**src/rtl/sddt_pkg.sv**
```systemverilog
// rtl/sddt_pkg.sv - shared command-path constants, arbiter state encoding and round-robin helper
package sddt_pkg;

  localparam int CMD_WIDTH = 128;

  typedef enum logic {
    ARB_IDLE = 1'b0,
    ARB_XFER = 1'b1
  } arb_state_e;

  // Search upward from last+1, wrapping at n; supports up to 8 requesters.
  function automatic logic [2:0] rr_next(input logic [7:0] eligible, input logic [2:0] last,
                                         input int unsigned n);
    logic [2:0]  w_pick;
    logic        w_found;
    int unsigned w_idx;
    w_pick  = last;
    w_found = 1'b0;
    for (int unsigned i = 1; i <= 8; i++) begin
      w_idx = (32'(last) + i) % n;
      if (!w_found && i <= n && eligible[w_idx[2:0]]) begin
        w_pick  = w_idx[2:0];
        w_found = 1'b1;
      end
    end
    return w_pick;
  endfunction

endpackage

```
**src/rtl/axis_skid_buf.sv**
```systemverilog
// rtl/axis_skid_buf.sv - 2-entry registered output stage; input ready and all outputs come from flops
module axis_skid_buf #(
  parameter int WIDTH = sddt_pkg::CMD_WIDTH + 1
) (
  input  logic             clk,
  input  logic             resetn,
  input  logic [WIDTH-1:0] i_tdata,
  input  logic             i_tvalid,
  output logic             o_tready,
  output logic [WIDTH-1:0] o_tdata,
  output logic             o_tvalid,
  input  logic             i_tready
);

  logic [WIDTH-1:0] r_head;
  logic [WIDTH-1:0] r_tail;
  logic [1:0]       r_cnt;
  logic             r_out_valid;
  logic             r_in_ready;
  logic             w_push;
  logic             w_pop;
  logic [1:0]       w_cnt_nxt;

  always_comb begin
    w_push    = i_tvalid & r_in_ready;
    w_pop     = r_out_valid & i_tready;
    w_cnt_nxt = r_cnt;
    case ({w_push, w_pop})
      2'b10:   w_cnt_nxt = r_cnt + 2'd1;
      2'b01:   w_cnt_nxt = r_cnt - 2'd1;
      default: w_cnt_nxt = r_cnt;
    endcase
  end

  always_ff @(posedge clk) begin
    if (!resetn) begin
      r_head      <= '0;
      r_tail      <= '0;
      r_cnt       <= 2'd0;
      r_out_valid <= 1'b0;
      r_in_ready  <= 1'b1;
    end else begin
      r_cnt       <= w_cnt_nxt;
      r_out_valid <= (w_cnt_nxt != 2'd0);
      r_in_ready  <= (w_cnt_nxt != 2'd2);
      // Head always presents the oldest beat; tail is only used while full.
      if (w_pop) begin
        if (r_cnt == 2'd2)
          r_head <= r_tail;
        else if (w_push)
          r_head <= i_tdata;
      end else if (w_push) begin
        if (r_cnt == 2'd0)
          r_head <= i_tdata;
        else
          r_tail <= i_tdata;
      end
    end
  end

  assign o_tready = r_in_ready;
  assign o_tdata  = r_head;
  assign o_tvalid = r_out_valid;

endmodule

```
**src/rtl/cmd_stream_arbiter.sv**
```systemverilog
// rtl/cmd_stream_arbiter.sv - packet-atomic round-robin command stream arbiter
// Optional per-requester packet counters on grant_count when CMD_ARB_STATS_EN is defined.
module cmd_stream_arbiter #(
  parameter  int NUM_REQ   = 4,
  parameter  int CMD_WIDTH = sddt_pkg::CMD_WIDTH,
  localparam int IDX_WIDTH = $clog2(NUM_REQ)
) (
  input  logic                         axi_aclk,
  input  logic                         axi_aresetn,
  input  logic [NUM_REQ*CMD_WIDTH-1:0] s_axis_cmd_tdata,
  input  logic [NUM_REQ-1:0]           s_axis_cmd_tvalid,
  input  logic [NUM_REQ-1:0]           s_axis_cmd_tlast,
  output logic [NUM_REQ-1:0]           s_axis_cmd_tready,
  output logic [CMD_WIDTH-1:0]         m_axis_cmd_tdata,
  output logic                         m_axis_cmd_tvalid,
  output logic                         m_axis_cmd_tlast,
  input  logic                         m_axis_cmd_tready,
  input  logic [NUM_REQ-1:0]           req_enable,
  output logic [IDX_WIDTH-1:0]         grant_idx,
  output logic                         busy
`ifdef CMD_ARB_STATS_EN
  ,
  output logic [NUM_REQ*32-1:0]        grant_count
`endif
);

  import sddt_pkg::*;

  arb_state_e           r_state;
  logic [IDX_WIDTH-1:0] r_grant;
  logic [IDX_WIDTH-1:0] r_last_grant;
  logic [NUM_REQ-1:0]   w_elig;
  logic [IDX_WIDTH-1:0] w_next;
  logic [CMD_WIDTH-1:0] w_sel_data;
  logic                 w_sel_valid;
  logic                 w_sel_last;
  logic                 w_buf_ready;
  logic                 w_accept;

  assign w_elig      = s_axis_cmd_tvalid & req_enable;
  assign w_next      = IDX_WIDTH'(rr_next(8'(w_elig), 3'(r_last_grant), NUM_REQ));
  assign w_sel_data  = s_axis_cmd_tdata[r_grant*CMD_WIDTH +: CMD_WIDTH];
  assign w_sel_valid = (r_state == ARB_XFER) & s_axis_cmd_tvalid[r_grant];
  assign w_sel_last  = s_axis_cmd_tlast[r_grant];
  assign w_accept    = w_sel_valid & w_buf_ready;

  always_comb begin
    s_axis_cmd_tready = '0;
    if (r_state == ARB_XFER)
      s_axis_cmd_tready[r_grant] = w_buf_ready;
  end

  // The grant is released only by an accepted tlast beat, so packets never interleave.
  always_ff @(posedge axi_aclk) begin
    if (!axi_aresetn) begin
      r_state      <= ARB_IDLE;
      r_grant      <= '0;
      r_last_grant <= IDX_WIDTH'(NUM_REQ - 1);
    end else if (r_state == ARB_IDLE) begin
      if (|w_elig) begin
        r_grant <= w_next;
        r_state <= ARB_XFER;
      end
    end else if (w_accept && w_sel_last) begin
      r_last_grant <= r_grant;
      r_state      <= ARB_IDLE;
    end
  end

  axis_skid_buf #(
    .WIDTH(CMD_WIDTH + 1)
  ) u_skid (
    .clk      (axi_aclk),
    .resetn   (axi_aresetn),
    .i_tdata  ({w_sel_last, w_sel_data}),
    .i_tvalid (w_sel_valid),
    .o_tready (w_buf_ready),
    .o_tdata  ({m_axis_cmd_tlast, m_axis_cmd_tdata}),
    .o_tvalid (m_axis_cmd_tvalid),
    .i_tready (m_axis_cmd_tready)
  );

  assign grant_idx = r_grant;
  assign busy      = (r_state == ARB_XFER) | m_axis_cmd_tvalid;

`ifdef CMD_ARB_STATS_EN
  logic [31:0] r_grant_count [NUM_REQ];

  for (genvar g = 0; g < NUM_REQ; g++) begin : g_stats
    always_ff @(posedge axi_aclk) begin
      if (!axi_aresetn)
        r_grant_count[g] <= '0;
      else if (w_accept && w_sel_last && r_grant == IDX_WIDTH'(g) &&
               r_grant_count[g] != 32'hFFFF_FFFF)
        r_grant_count[g] <= r_grant_count[g] + 32'd1;
    end
    assign grant_count[g*32 +: 32] = r_grant_count[g];
  end
`endif

endmodule

```
**config.mk**
```make
export PLATFORM = sky130hd
export DESIGN_NAME = cmd_stream_arbiter
export DESIGN_NICKNAME = d
export VERILOG_FILES = /design/src/rtl/sddt_pkg.sv /design/src/rtl/axis_skid_buf.sv /design/src/rtl/cmd_stream_arbiter.sv
export SDC_FILE = /design/constraint.sdc
export NUM_CORES = 1
export LEC_CHECK = 0
export CAP_MARGIN = 25
export CORE_AREA = 2 2 259 261
export DETAILED_ROUTE_END_ITERATION = 6
export DIE_AREA = 0 0 261 263
export SLEW_MARGIN = 10
export SYNTH_ARGS = -nofsm -noshare
export SYNTH_HDL_FRONTEND = slang
export SYNTH_SLANG_ARGS = --single-unit
export TNS_END_PERCENT = 100
```
**constraint.sdc**
```tcl
create_clock -name axi_aclk -period 5.8 [get_ports axi_aclk]
set_clock_uncertainty 0.1 [all_clocks]
set_input_delay 0.58 -clock axi_aclk [delete_from_list [all_inputs] [get_ports axi_aclk]]
set_output_delay 0.58 -clock axi_aclk [all_outputs]
set_load 0.05 [all_outputs]
```
Yosys cells after proc, flatten, opt, wreduce, memory -nomap -nowiden
Index checks and enable logic that the tools add are counted.
{"block": "word_totals", "reg_bits": 267, "in_bits": 527, "out_inout_bits": 137, "elab_cells": 83}
{"block": "op_classes", "add_sub_neg": 6, "magnitude_cmp": 6, "n_eq_ne": 4, "shift": 1, "n_mux": 31, "bitwise_logic": 9, "reduce_logical": 18}
{"op": "$mux W129", "count": 5}
{"op": "$shiftx A512 B10 Y128", "count": 1}
{"op": "$lt A2 B4 Y1 const B", "count": 4}
{"op": "$mux W1", "count": 13}
{"op": "$bmux W1 S2", "count": 6}
{"op": "$and A4 B4 Y4", "count": 2}
{"op": "$mux W2", "count": 4}
{"op": "$reduce_bool A2 Y1", "count": 4}
{"op": "$add A2 B1 Y2 const B", "count": 3}
{"op": "$reduce_and A3 Y1", "count": 2}
{"op": "$logic_and A1 B1 Y1", "count": 5}
{"op": "$add A2 B2 Y2 const B", "count": 2}
{"op": "$eq A2 B2 Y1 const B", "count": 2}
{"op": "$mux W4", "count": 1}
{"op": "$pmux W2 S2", "count": 1}
{"op": "$reduce_and A2 Y1", "count": 2}
{"op": "$reduce_or A4 Y1", "count": 1}
{"op": "$and A1 B1 Y1", "count": 3}
{"op": "$logic_not A1 Y1", "count": 3}
{"op": "$lt A2 B3 Y1 const B", "count": 1}
{"op": "$not A1 Y1", "count": 3}
{"op": "$demux W1 S2", "count": 1}
{"op": "$eq A2 B1 Y1 const B", "count": 1}
{"op": "$ge A2 B1 Y1 const B", "count": 1}
{"op": "other kinds (4)", "count": 4}

Depth between registers and ports, before layout
Gate-level depths: netlist of run 1.
{"block": "logic_depth", "depth_word": 13, "ltp_mapped": 13, "mapped_depth_nobuf": 8}

Hierarchy
Synthesis of run 1 repeated with hierarchy kept, for this count alone.
{"block": "unflattened", "hier_cells": 1549, "area_unflattened_um2": 15265.9}
{"module": "axis_skid_buf", "n_inst": 1, "cells_per_inst": 1348, "area_per_inst_um2": 11866.4, "seq_area_each_um2": 5245.0}
{"module": "cmd_stream_arbiter", "n_inst": 1, "cells_per_inst": 201, "area_per_inst_um2": 3399.5, "seq_area_each_um2": 100.1}

Worst setup path after synthesis of run 1
No wires, ideal clock.
{"block": "synth_timing", "path_type": "register to register", "startpoint": "register r_grant[1], in the netlist grant_idx[1]", "endpoint": "register u_skid.r_head[118], in the netlist u_skid.o_tdata[118]", "setup_ns": 0.081, "arrival_time_ns": 2.799, "required_time_ns": 5.619, "slack_ns": 2.820, "path_stages_with_launch": 14, "n_path_buf": 6, "synth_period_minus_slack_ns": 2.980, "path_cell_list": "dfxtp_1 > buf_2 > nand3_1 > o22ai_1 > buf_4 > inv_2 > buf_4 > buf_2 > ha_1 > nor2_2 > buf_2 > clkbuf_1 > a211oi_1 > a211oi_2"}
{"block": "synth_between", "elab_chain_len": 6, "word_cells_on_any_way": 13, "cone_classes": "1 x shift; 7 x mux; 2 x bitwise; 3 x reduce/logical"}
{"element": "from (decl)", "line_no": "cmd_stream_arbiter.sv:30", "text": "logic [IDX_WIDTH-1:0] r_grant;"}
{"element": "from (signal assigned)", "line_no": "cmd_stream_arbiter.sv:61", "text": "r_grant <= w_next;"}
{"element": "parallel branches: the longest is 6 deep, another holds $shiftx A512 B10 Y128"}
{"element": "to (signal assigned)", "line_no": "axis_skid_buf.sv:49", "text": "r_head <= r_tail;"}
{"element": "to (signal assigned)", "line_no": "axis_skid_buf.sv:51", "text": "r_head <= i_tdata;"}
{"element": "to (signal assigned)", "line_no": "axis_skid_buf.sv:54", "text": "r_head <= i_tdata;"}
{"element": "to (decl)", "line_no": "axis_skid_buf.sv:15", "text": "logic [WIDTH-1:0] r_head;"}
Parallel ways; which one is timed is not known. The select of a mux whose other input is x is not followed.
A chain may end at the register's enable or synchronous reset.

Final worst setup path of run 1
{"block": "layout_timing", "startpoint": "register r_grant[0], in the netlist grant_idx[0]", "endpoint": "register u_skid.r_head[44], in the netlist u_skid.o_tdata[44]"}
Same word-level chain as after synthesis.

==> results of run 1 <==
## per-stage QoR
step | util [%] | power (W) | hold WS [ps] | area [µm²] | instances
floorplan | - | 0.00377 | 353 | 15300 | 1413
finish | 35.6 | 0.00673 | 372 | 23400 | 2835
detailed placement | 34.0 | 0.00478 | 366 | 22300 | 2780
global route | 35.6 | 0.00704 | 389 | 23400 | 2835
global placement | 34.0 | 0.00474 | 358 | 22300 | 2780
CTS | 35.6 | 0.00681 | 373 | 23400 | 2834
## metal layers
layer / routed length (µm) / vias up / part of all wire, % / track usage, %
met5: 15 / - / 0.025 / 0
met4: 1170 / 2 / 1.9 / 4.45
met3: 4510 / 66 / 7.5 / 3.95
met2: 31200 / 562 / 52 / 30.4
met1: 23100 / 7228 / 38 / 18.8
li1: - / 6651 / - / -
## area by class of cell
cell class / instances / area share (%)
antenna: 1 / 0.0107
clock buffer: 49 / 4.31
clock inverter: 5 / 0.134
inverter: 5 / 0.123
multi-input combinational: 956 / 38.6
sequential: 267 / 22.9
tap: 864 / 4.62
timing repair buffer: 688 / 29.3
## sequential cells by signal, indices dropped and copies added, names as in the netlist
register,cells
u_skid.o_tready,1
r_last_grant,2
u_skid.r_cnt,2
u_skid.o_tvalid,1
u_skid.o_tdata,129
u_skid.r_tail,129
grant_idx,2
r_state,1
## how the worst max path moves through the flow
stage                         startpoint             endpoint  slack (ps)  cells after the start
finish                      grant_idx[0]   u_skid.o_tdata[44]        2100                      9
global route                grant_idx[0]   u_skid.o_tdata[46]        1930                      9
CTS                         grant_idx[0]   u_skid.o_tdata[10]        2100                      9
detailed placement  s_axis_cmd_tvalid[3]   u_skid.o_tdata[44]        1730                     10
global placement    s_axis_cmd_tvalid[3]   u_skid.o_tdata[16]        1800                     10
floorplan                   grant_idx[1]  u_skid.o_tdata[118]        2820                     13
## cells in the final DEF (no fill, tap or decap), drive strengths merged
master and instances:
nand3b 1, nand4b 1, o31ai 1, a21o 1, nor2 7, and2 3
clkdlybuf4s50 663, nand3 133, buf 25, o22ai 1, o211ai 1, o21a 1
or3 1, o311ai 1, mux4 129, a21oi 132, a21boi 1, a2bb2oi 2
xnor2 2, clkinv 3, nand2b 2, mux2i 131, inv 6, ha 2
dfxtp 267, a41oi 1, clkbuf 49, diode 1, a31oi 1, a211oi 258
or2 2, o221ai 2, o21ai 134, nand2 5, clkinvlp 1
## critical path, cell delays in order, from the launching register on
cell,delay [ps]
dfxtp_4,610
mux2i_1,230
o22ai_4,230
inv_4,40
ha_1,250
nor2_4,140
buf_4,610
buf_4,700
a211oi_1,210
a211oi_2,250
## power groups by stage
stage               Clock (W)  Combinational (W)  Sequential, W
floorplan                   0            0.00136        0.00241
global placement            0            0.00261        0.00213
detailed placement          0            0.00264        0.00214
CTS                   0.00206            0.00265        0.00210
global route          0.00213            0.00279        0.00212
finish                0.00200            0.00263        0.00210
## cells by family (layout without fill, tap and decap cells)
family / Yosys count / after routing / synth area share, %
adders and majority gates: 2 / 2 / 0.164
and+or+nand+nor: 155 / 155 / 5.10
xor gates and xnor gates: 2 / 2 / 0.115
other: 0 / 1 / 0
buffers and inverters: 190 / 747 / 6.35
muxes: 260 / 260 / 27.6
DFF: 267 / 267 / 35.0
AOI/OAI and AO/OA: 537 / 537 / 25.7
==> key figures, run 1 <==
Power and ir drop
  – Switch share: between 30% and 40%
  – Int Power: 0.00422 W
  – VDD IR max: between 200 and 250 µV
  – NetSw: ~0.0025 W
  – Leak: 8.09 nW
  – Logic pwr share: 39.1%
  – Clock share of power: 29.7%
  – Sequential share of power: 31.2%
  – Pwr/cell area: 288 mW/mm²

Floorplanning
  – Core ar.: 0.0656 mm²
  – Chip width: around 260 µm
  – Rows: 94
  – Die Span Y: 263 µm
  – Io pins: 664
  – Initial Utilization: 23.3%
  – Die Area: 0.0686 mm²

Timing
  – Final setup viols: 0
  – Fin worst setup slack: around 2100 ps
  – Setup tns final: 0 ps
  – Worst-Margin Slew: 1000 ps
  – Slew margin rel.: 33.2%
  – Max-slew violation count: 0
  – Final period util: between 60% and 70%
  – Final hold vios: 0
  – Minimum clock period: 3700 ps
  – RSZ-0062 raised after global routing: false
  – Fmax: 0.271 GHz

Routing
  – Drt pass-1 iters: 5
  – Vias: 14.5k
  – Total routed wirelength: 60000 µm
  – Post-route antenna net violation count: 0
  – Vias/cell: between 5 and 6
  – DR DRC count: 0
  – WL/cell: 21.2 µm
  – Drt initial violations: 749

Synth
  – Number of synthesized register bits: 267
  – Ranking of synthesized cells by area: dfxtp_1 (35%), mux4_2 (19%), a211oi_2 (9.0%)
  – Synth top area share: 35.0%
  – Yosys top cell by area: dfxtp_1
  – Post-synth ARST share: 0%
  – Syn Area/Cell: approximately 11 µm²
  – Syn Std Cell Area: 0.0153 mm²
  – Seq/Total Area, Yosys: 35.0%
  – Ys flop type: dfxtp_1
  – Count leader, synth: dfxtp_1
  – Post-synth net total: between 1.5k and 2k
  – Synth warnings: 0
  – Top cells by count, synth: dfxtp_1 (267), a211oi_1 (148), nand3_1 (133)
  – Post-synth EDFFs: 0
  – Synthesized instance count: 1413
  – Count of cell types in the netlist: 38

Worst setup path
  – R2R setup slack: 2100 ps
  – Worst r2r path cells: 9
  – Setup crit start kind: flip-flop
  – R2r startpoint: grant_idx[0]
  – Crit end category: flip-flop
  – FF-to-FF End: u_skid.o_tdata[44]
  – Critical path peak fanout: 71
  – CP Data Required Time: 6130 ps
  – CP Class: flip-flop to flip-flop
  – CP arrival: 4020 ps

Global routing
  – Largest net degree at the start of global routing: 145
  – Initial antenna violation count: 2
  – Global-route usage over all layers: between 10% and 20%
  – Vias in the first global route: 15.1k
  – First-pass GRT wire length: 89200 µm
  – GRT overflow: 0

Cells and area
  – Multi-input gate area: about 0.0090 mm²
  – Layout cells sized above 1: between 15 and 20%
  – Register area: 0.00535 mm²
  – Fill cell count: 6348
  – Area growth syn-to-layout: 53.0%
  – Final net count: approximately 2.5k

Clock tree
  – Clock Latency Late Sink: 530 ps
  – Clock Sinks: 267
  – Deepest clock path buffer count: 3
  – Post-CTS Repair Setup Buffers: 0
  – Clock transition at path regs: 50 ps
  – TritonCTS clock tree: done
  – Post-CTS sizing: 0
  – CTS root buffer: clkbuf_16
  – H-tree levels: 2
  – TritonCTS buffer count: 34
  – CTS Hold Bufs: 0

Place
  – I/O Buffers: between 600 and 700
  – Place WS: about 1700 ps
  – Routability cong.: between 0.8 and 0.9
  – Detailed Place HPWL: 42000 µm

Min path
  – Worst min-delay path category: flip-flop to flip-flop
  – WHS Endpoint: u_skid.r_tail[81]
  – Worst Hold Depth: 2
  – Hold Path Origin: u_skid.r_tail[81]

Outcome
  – Status: finished, final reports clean

Run
  – # Max-Cap Violations: 0
(Power assumes the default switching activity.)
==> run 2: changes to the inputs <==
Settings changed: CORE_AREA 2 2 259 261 to 2 2 262 264, DIE_AREA 0 0 261 263 to 0 0 264 266.
Clock period 5.8 ns to 3.1 ns, I/O delays scaled along.
==> run 2 against run 1 <==
Against the previous run:
- clock-buffer cell count is the same
- final area grew 2.3%
- register-to-register slack lost 1600 ps
- worst hold slack is essentially flat
- power grew 89%
- global-route usage shrank 0.49 points
- first-iteration DRC count grew 7.6%
- setup slack lost 1700 ps
- clock power grew 85%
- critical endpoint is now s_axis_cmd_tready[0]
- largest cell class unchanged
==> key figures, run 2 (same netlist as run 1, synthesis figures left out) <==
Floorplanning
  – Core ar.: 0.0677 mm² (was 0.0656 mm²)
  – Rows: 96 (was 94)
  – Io pins: 664 (unchanged)
  – Initial Utilization: 22.6% (was 23.3%)
  – Die Area: 0.0702 mm² (was 0.0686 mm²)
  – Die Span Y: 266 µm (was 263 µm)
  – Chip width: 264 µm (was 261 µm)

Cells and area
  – Fin cells: 2887 (was 2835)
  – Most common cell after layout, fill and taps aside: clkdlybuf4s50_1 (unchanged)
  – Layout cells sized above 1: 17.9% (was 16.4%)
  – Commonest non-fill, non-tap cells in the layout: clkdlybuf4s50_1 (663), dfxtp_1 (265), a211oi_1 (148), nand3_1 (133), a21oi_1 (132) (unchanged)
  – Antenna cells: 0 (was 1)
  – Finished Core Util: 35.3% (was 35.6%)
  – Area growth syn-to-layout: 56.4% (was 53.0%)
  – Final net count: 2515 (was 2481)

Timing
  – Slew margin rel.: 53.8% (was 33.2%)
  – Final setup viols: 0 (unchanged)
  – Max-slew violation count: 0 (unchanged)
  – Hold WS: 372 ps (about the same)
  – Worst-Margin Slew: 691 ps (was 1000 ps)
  – Fmax: 0.376 GHz
  – Final period util: 85.8%
  – Final hold vios: 0 (unchanged)
  – RSZ-0062 raised after global routing: false (unchanged)
  – Setup tns final: 0 ps (unchanged)
  – Minimum clock period: around 2700 ps

Worst setup path
  – Crit path from: grant_idx[0] (unchanged)
  – CP Data Required Time: 2690 ps (was 6130 ps)
  – Crit end category: primary output (was flip-flop)
  – CP arrival: 2250 ps (was 4020 ps)
  – Slowest CP cell: clkdlybuf4s50_1 (was buf_4)
  – Critical path peak fanout: 58 (was 71)
  – R2R setup slack: 470 ps (was 2100 ps)
  – Setup crit start kind: flip-flop (unchanged)
  – Critical Path Max Stage Delay: 710 ps (was 700 ps)
  – CP Class: flip-flop to primary output (was flip-flop to flip-flop)
  – Cells along the critical path: buf_12, nor2_1, clkdlybuf4s50_1 (was mux2i_1, o22ai_4, inv_4, ha_1, nor2_4, buf_4, buf_4, a211oi_1, a211oi_2)
  – R2r startpoint: grant_idx[0] (unchanged)
  – Worst r2r path cells: 9 (unchanged)
  – FF-to-FF End: u_skid.o_tdata[92] (was u_skid.o_tdata[44])

Routing
  – Top layer in use: met5 (unchanged)
  – Post-route antenna net violation count: 0 (unchanged)
  – Met3 wire length: 4200 µm (was 4510 µm)
  – WL/cell: 20.6 µm (was 21.2 µm)
  – Total routed wirelength: 59400 µm (was 60000 µm)
  – Drt pass-1 iters: 7 (was 5)
  – M1 wire length: 23200 µm (was 23100 µm)
  – Met2 WL: 30300 µm (was 31200 µm)
  – Vias: 14.6k (was 14.5k)
  – Vias/cell: 5.06 (was 5.12)
  – DR DRC count: 0 (unchanged)
  – Drt initial violations: 806 (was 749)

Power and ir drop
  – Pwr/cell area: 533 mW/mm² (was 288 mW/mm²)
  – Pwr Total: 0.0127 W (was 0.00673 W)
  – Leak: 8.35 nW (was 8.09 nW)
  – VDD IR max: 525 µV (was 205 µV)

Place
  – Routability cong.: 0.802 (was 0.835)
  – I/O Buffers: 663 (unchanged)
  – Inst Count DP: 2835 (was 2780)
  – Detailed Place HPWL: 42200 µm (was 42000 µm)

Clock tree
  – Clock Latency Late Sink: 580 ps (was 530 ps)
  – TritonCTS clock tree: done (unchanged)
  – TritonCTS buffer count: 31 (was 34)
  – CTS root buffer: clkbuf_16 (unchanged)
  – CTS Hold Bufs: 0 (unchanged)
  – Post-CTS sizing: 0 (unchanged)
  – Clock Sinks: 267 (unchanged)
  – Post-CTS Repair Setup Buffers: 0 (unchanged)
  – H-tree levels: 1 (was 2)
  – Deepest clock path buffer count: 3 (unchanged)
  – Clock transition at path regs: 60 ps (was 50 ps)

Run
  – # Max-Cap Violations: 0 (unchanged)

Global routing
  – First-pass GRT wire length: 89700 µm (was 89200 µm)
  – GRT overflow: 0 (unchanged)
  – Vias in the first global route: 15.2k (was 15.1k)
  – Largest net degree at the start of global routing: 133 (was 145)
  – Initial antenna violation count: 1 (was 2)
  – Global-route usage over all layers: 16.0% (was 16.5%)

Min path
  – Worst min-delay path category: flip-flop to flip-flop (unchanged)
  – Worst Hold Depth: 2 (unchanged)
  – Hold Path Origin: u_skid.r_tail[72] (was u_skid.r_tail[81])
  – WHS Endpoint: u_skid.r_tail[72] (was u_skid.r_tail[81])

Outcome
  – Status: finished, final reports clean (unchanged)
-- run 2: cell types whose count changed in the layout (fill, tap and decap cells not counted), sizes merged --
| cell | change |
|---|---|
| buf | +37 |
| clkinv | -3 |
| bufinv | +2 |
| diode | -1 |
| inv | -1 |
-- run 2: worst max path at each step --
stage | depth (start not counted) | slack (ps) | endpoint
2_1_floorplan | 13 | 120 | u_skid.o_tdata[118]
3_3_place_gp | 10 | 280 | u_skid.o_tdata[78]
3_5_place_dp | 10 | 230 | u_skid.o_tdata[92]
4_1_cts | 3 | 350 | s_axis_cmd_tready[0]
5_1_grt | 3 | 320 | s_axis_cmd_tready[0]
6_report | 3 | 440 | s_axis_cmd_tready[0]
-- run 2: final cells by class --
cell class,count,area [µm²]
fillers,6656,43800
multi-input cells,956,9020
repair buffers,725,7380
flip-flops and latches,267,5350
well taps,882,1100
clock buffers,49,953
clock inverters,3,67.6
inverters,5,28.8
-- run 2: critical path, delay by kind of cell, from the launching register on --
family                 cells  cell delay, ps
buffers and inverters      2            1090
DFF                        1             460
and+or+nand+nor            1             100
-- run 2: report_power, final --
group / switching, W / total (W) / internal (W)
clock network: 0.00146 / 0.00369 / 0.00224
logic: 0.00304 / 0.00513 / 0.00210
registers: 0.000191 / 0.00391 / 0.00372
-- run 2: layer usage --
metal  track usage, %  vias up
li1                 -     6731
met1             18.7     7222
met2             28.9      578
met3             3.61       86
met4             5.13        2
met5                0        -
-- run 2: through the flow --
step                      worst slack [ps]  cell area, µm²
final                                  440           23900
after global routing                   316           23900
after CTS                              346           23900
after detailed placement               233           22900
after global placement                 282           22900
after floorplan                        120           15300
==> run 3: changes to the inputs <==
Settings changed: CORE_AREA 2 2 262 264 to 2 2 259 261, CTS_BUF_LIST set to sky130_fd_sc_hd__clkbuf_8, DIE_AREA 0 0 264 266 to 0 0 261 263, REMOVE_ABC_BUFFERS set to 1.
==> run 3 against run 2 <==
Against the previous run:
- cell count up 0.21%
- critical endpoint is now grant_idx[1]
- clock-buffer cell count up 19
- largest cell class unchanged
- register-to-register slack better by 140 ps
- die area down 2.3%
==> key figures, run 3 (same netlist as run 1, synthesis figures left out) <==
Outcome
  – Status: finished, final reports clean (unchanged)

Worst setup path
  – Setup crit start kind: flip-flop (unchanged)
  – CP arrival: 2450 ps (was 2250 ps)
  – FF-to-FF End: u_skid.o_tdata[115] (was u_skid.o_tdata[92])
  – R2R setup slack: 610 ps (was 470 ps)
  – Critical path peak fanout: 132 (was 58)
  – Worst r2r path cells: 9 (unchanged)
  – CP Data Required Time: 2690 ps (about the same)
  – CP Class: flip-flop to primary output (unchanged)
  – R2r startpoint: r_state (was grant_idx[0])
  – Crit end category: primary output (unchanged)

Timing
  – Hold WS: 362 ps (was 372 ps)
  – Max-slew violation count: 0 (unchanged)
  – Final hold vios: 0 (unchanged)
  – Worst-Margin Slew: 819 ps (was 691 ps)
  – Setup tns final: 0 ps (unchanged)
  – Minimum clock period: 2860 ps (was 2660 ps)
  – Fmax: 0.350 GHz (was 0.376 GHz)
  – Final period util: 92.1% (was 85.8%)
  – Slew margin rel.: 45.4% (was 53.8%)
  – Final setup viols: 0 (unchanged)
  – RSZ-0062 raised after global routing: false (unchanged)

Global routing
  – Largest net degree at the start of global routing: 140 (was 133)
  – First-pass GRT wire length: 88100 µm (was 89700 µm)
  – Vias in the first global route: 15.1k (was 15.2k)
  – GRT overflow: 0 (unchanged)
  – Global-route usage over all layers: 16.1% (was 16.0%)
  – Initial antenna violation count: 5 (was 1)

Place
  – Detailed Place HPWL: 40600 µm (was 42200 µm)
  – Routability cong.: 0.801 (was 0.802)
  – Inst Count DP: 2805 (was 2835)
  – I/O Buffers: 663 (unchanged)

Cells and area
  – Most common cell after layout, fill and taps aside: clkdlybuf4s50_1 (unchanged)
  – Fill cell count: 6359 (was 6656)
  – Fin cells: 2893 (was 2887)
  – Antenna cells: 0 (unchanged)
  – Finished Core Util: 36.3% (was 35.3%)
  – Commonest non-fill, non-tap cells in the layout: clkdlybuf4s50_1 (663), dfxtp_1 (265), a211oi_1 (148), nand3_1 (133), a21oi_1 (132) (unchanged)
  – Final net count: 2521 (was 2515)
  – Area growth syn-to-layout: 55.9% (was 56.4%)
  – Layout cells sized above 1: 18.7% (was 17.9%)

Routing
  – DR DRC count: 0 (unchanged)
  – Drt pass-1 iters: 5 (was 7)
  – Vias: 14.6k (about the same)
  – Vias/cell: 5.05 (was 5.06)
  – Total routed wirelength: 58100 µm (was 59400 µm)
  – Drt initial violations: 723 (was 806)
  – WL/cell: 20.1 µm (was 20.6 µm)
  – Post-route antenna net violation count: 0 (unchanged)

Clock tree
  – TritonCTS buffer count: 49 (was 31)
  – Deepest clock path buffer count: 3 (unchanged)
  – Clock transition at path regs: 50 ps (was 60 ps)
  – Post-CTS sizing: 0 (unchanged)
  – Clock Latency Late Sink: 610 ps (was 580 ps)
  – TritonCTS clock tree: done (unchanged)
  – Post-CTS Repair Setup Buffers: 0 (unchanged)
  – CTS root buffer: clkbuf_8 (was clkbuf_16)
  – Clock Sinks: 267 (unchanged)
  – CTS Hold Bufs: 0 (unchanged)
  – H-tree levels: 2 (was 1)

Power and ir drop
  – Sequential share of power: 31.1% (was 30.7%)
  – Leak: 8.37 nW (was 8.35 nW)
  – VDD IR max: 507 µV (was 525 µV)
  – Int Power: 0.00785 W (was 0.00806 W)
  – NetSw: 0.00473 W (was 0.00468 W)
  – Logic pwr share: 40.6% (was 40.3%)
  – Clock share of power: 28.3% (was 29.0%)
  – Switch share: 37.6% (was 36.8%)
  – Pwr/cell area: 528 mW/mm² (was 533 mW/mm²)

Min path
  – Worst Hold Depth: 4 (was 2)
  – WHS Endpoint: grant_idx[0] (was u_skid.r_tail[72])
  – Hold Path Origin: req_enable[0] (was u_skid.r_tail[72])
  – Worst min-delay path category: input port to flip-flop (was flip-flop to flip-flop)

Floorplanning
  – Chip width: 261 µm (was 264 µm)
  – Io pins: 664 (unchanged)
  – Die Area: 0.0686 mm² (was 0.0702 mm²)
  – Core ar.: 0.0656 mm² (was 0.0677 mm²)
  – Die Span Y: 263 µm (was 266 µm)
  – Initial Utilization: 23.3% (was 22.6%)
  – Rows: 94 (was 96)

Run
  – # Max-Cap Violations: 0 (unchanged)
==> run 3: cell count changes in the layout (fill, tap and decap cells not counted), sizes merged <==
cell      delta
clkbuf      +19
inv         +10
buf         -12
clkinvlp     +1
bufinv       -1
clkinv       +7
==> run 3: worst max-delay path by stage <==
stage	from	end	slack, ps	cells past startpoint
floorplan	grant_idx[0]	u_skid.o_tdata[0]	-25420	7
global placement	s_axis_cmd_tvalid[2]	u_skid.o_tdata[70]	390	9
detailed placement	s_axis_cmd_tvalid[2]	u_skid.o_tdata[115]	360	10
CTS	grant_idx[1]	grant_idx[1]	130	2
global route	grant_idx[1]	grant_idx[1]	100	2
finish	grant_idx[1]	grant_idx[1]	240	2
==> run 3: critical path: stages (launching register included) <==
cell,delay (ps)
dfxtp_4,360
buf_12,500
clkdlybuf4s50_1,940
==> run 3: power by group through the flow <==
stage               logic [W]  clock network (W)  registers, W
floorplan             0.00234                  0       0.00466
global placement      0.00503                  0       0.00397
detailed placement    0.00511                  0       0.00397
CTS                   0.00512            0.00368       0.00391
global route          0.00541            0.00383       0.00394
finish                0.00510            0.00357       0.00391
==> run 3: per-layer routing <==
metal  vias up  GRT usage [%]  part of all wire, %  wire (µm)
li1       6753              -                    -          -
met1      7218           19.4                   41      23600
met2       568           28.9                   51      29600
met3        69           3.51                  6.8       3970
met4         6           3.67                  1.6        931
met5         -              0                0.077         45
==> run 3: cell type report <==
type,count,area (µm²),area share [%]
clock buffers,68,936,3.93
well taps,864,1080,4.54
repair buffers,713,7290,30.6
multi-input cells,956,9020,37.9
inverters,5,28.8,0.121
clock inverters,20,118,0.494
flip-flops and latches,267,5350,22.5
==> run 3: per-stage QoR <==
| step | total power [W] | setup slack [ps] | area (µm²) |
|---|---|---|---|
| after floorplan | 0.00700 | -25420 | 14300 |
| after global placement | 0.00900 | 385 | 22800 |
| after detailed placement | 0.00908 | 355 | 22800 |
| after CTS | 0.0127 | 129 | 23800 |
| after global routing | 0.0132 | 100 | 23800 |
| final | 0.0126 | 244 | 23800 |
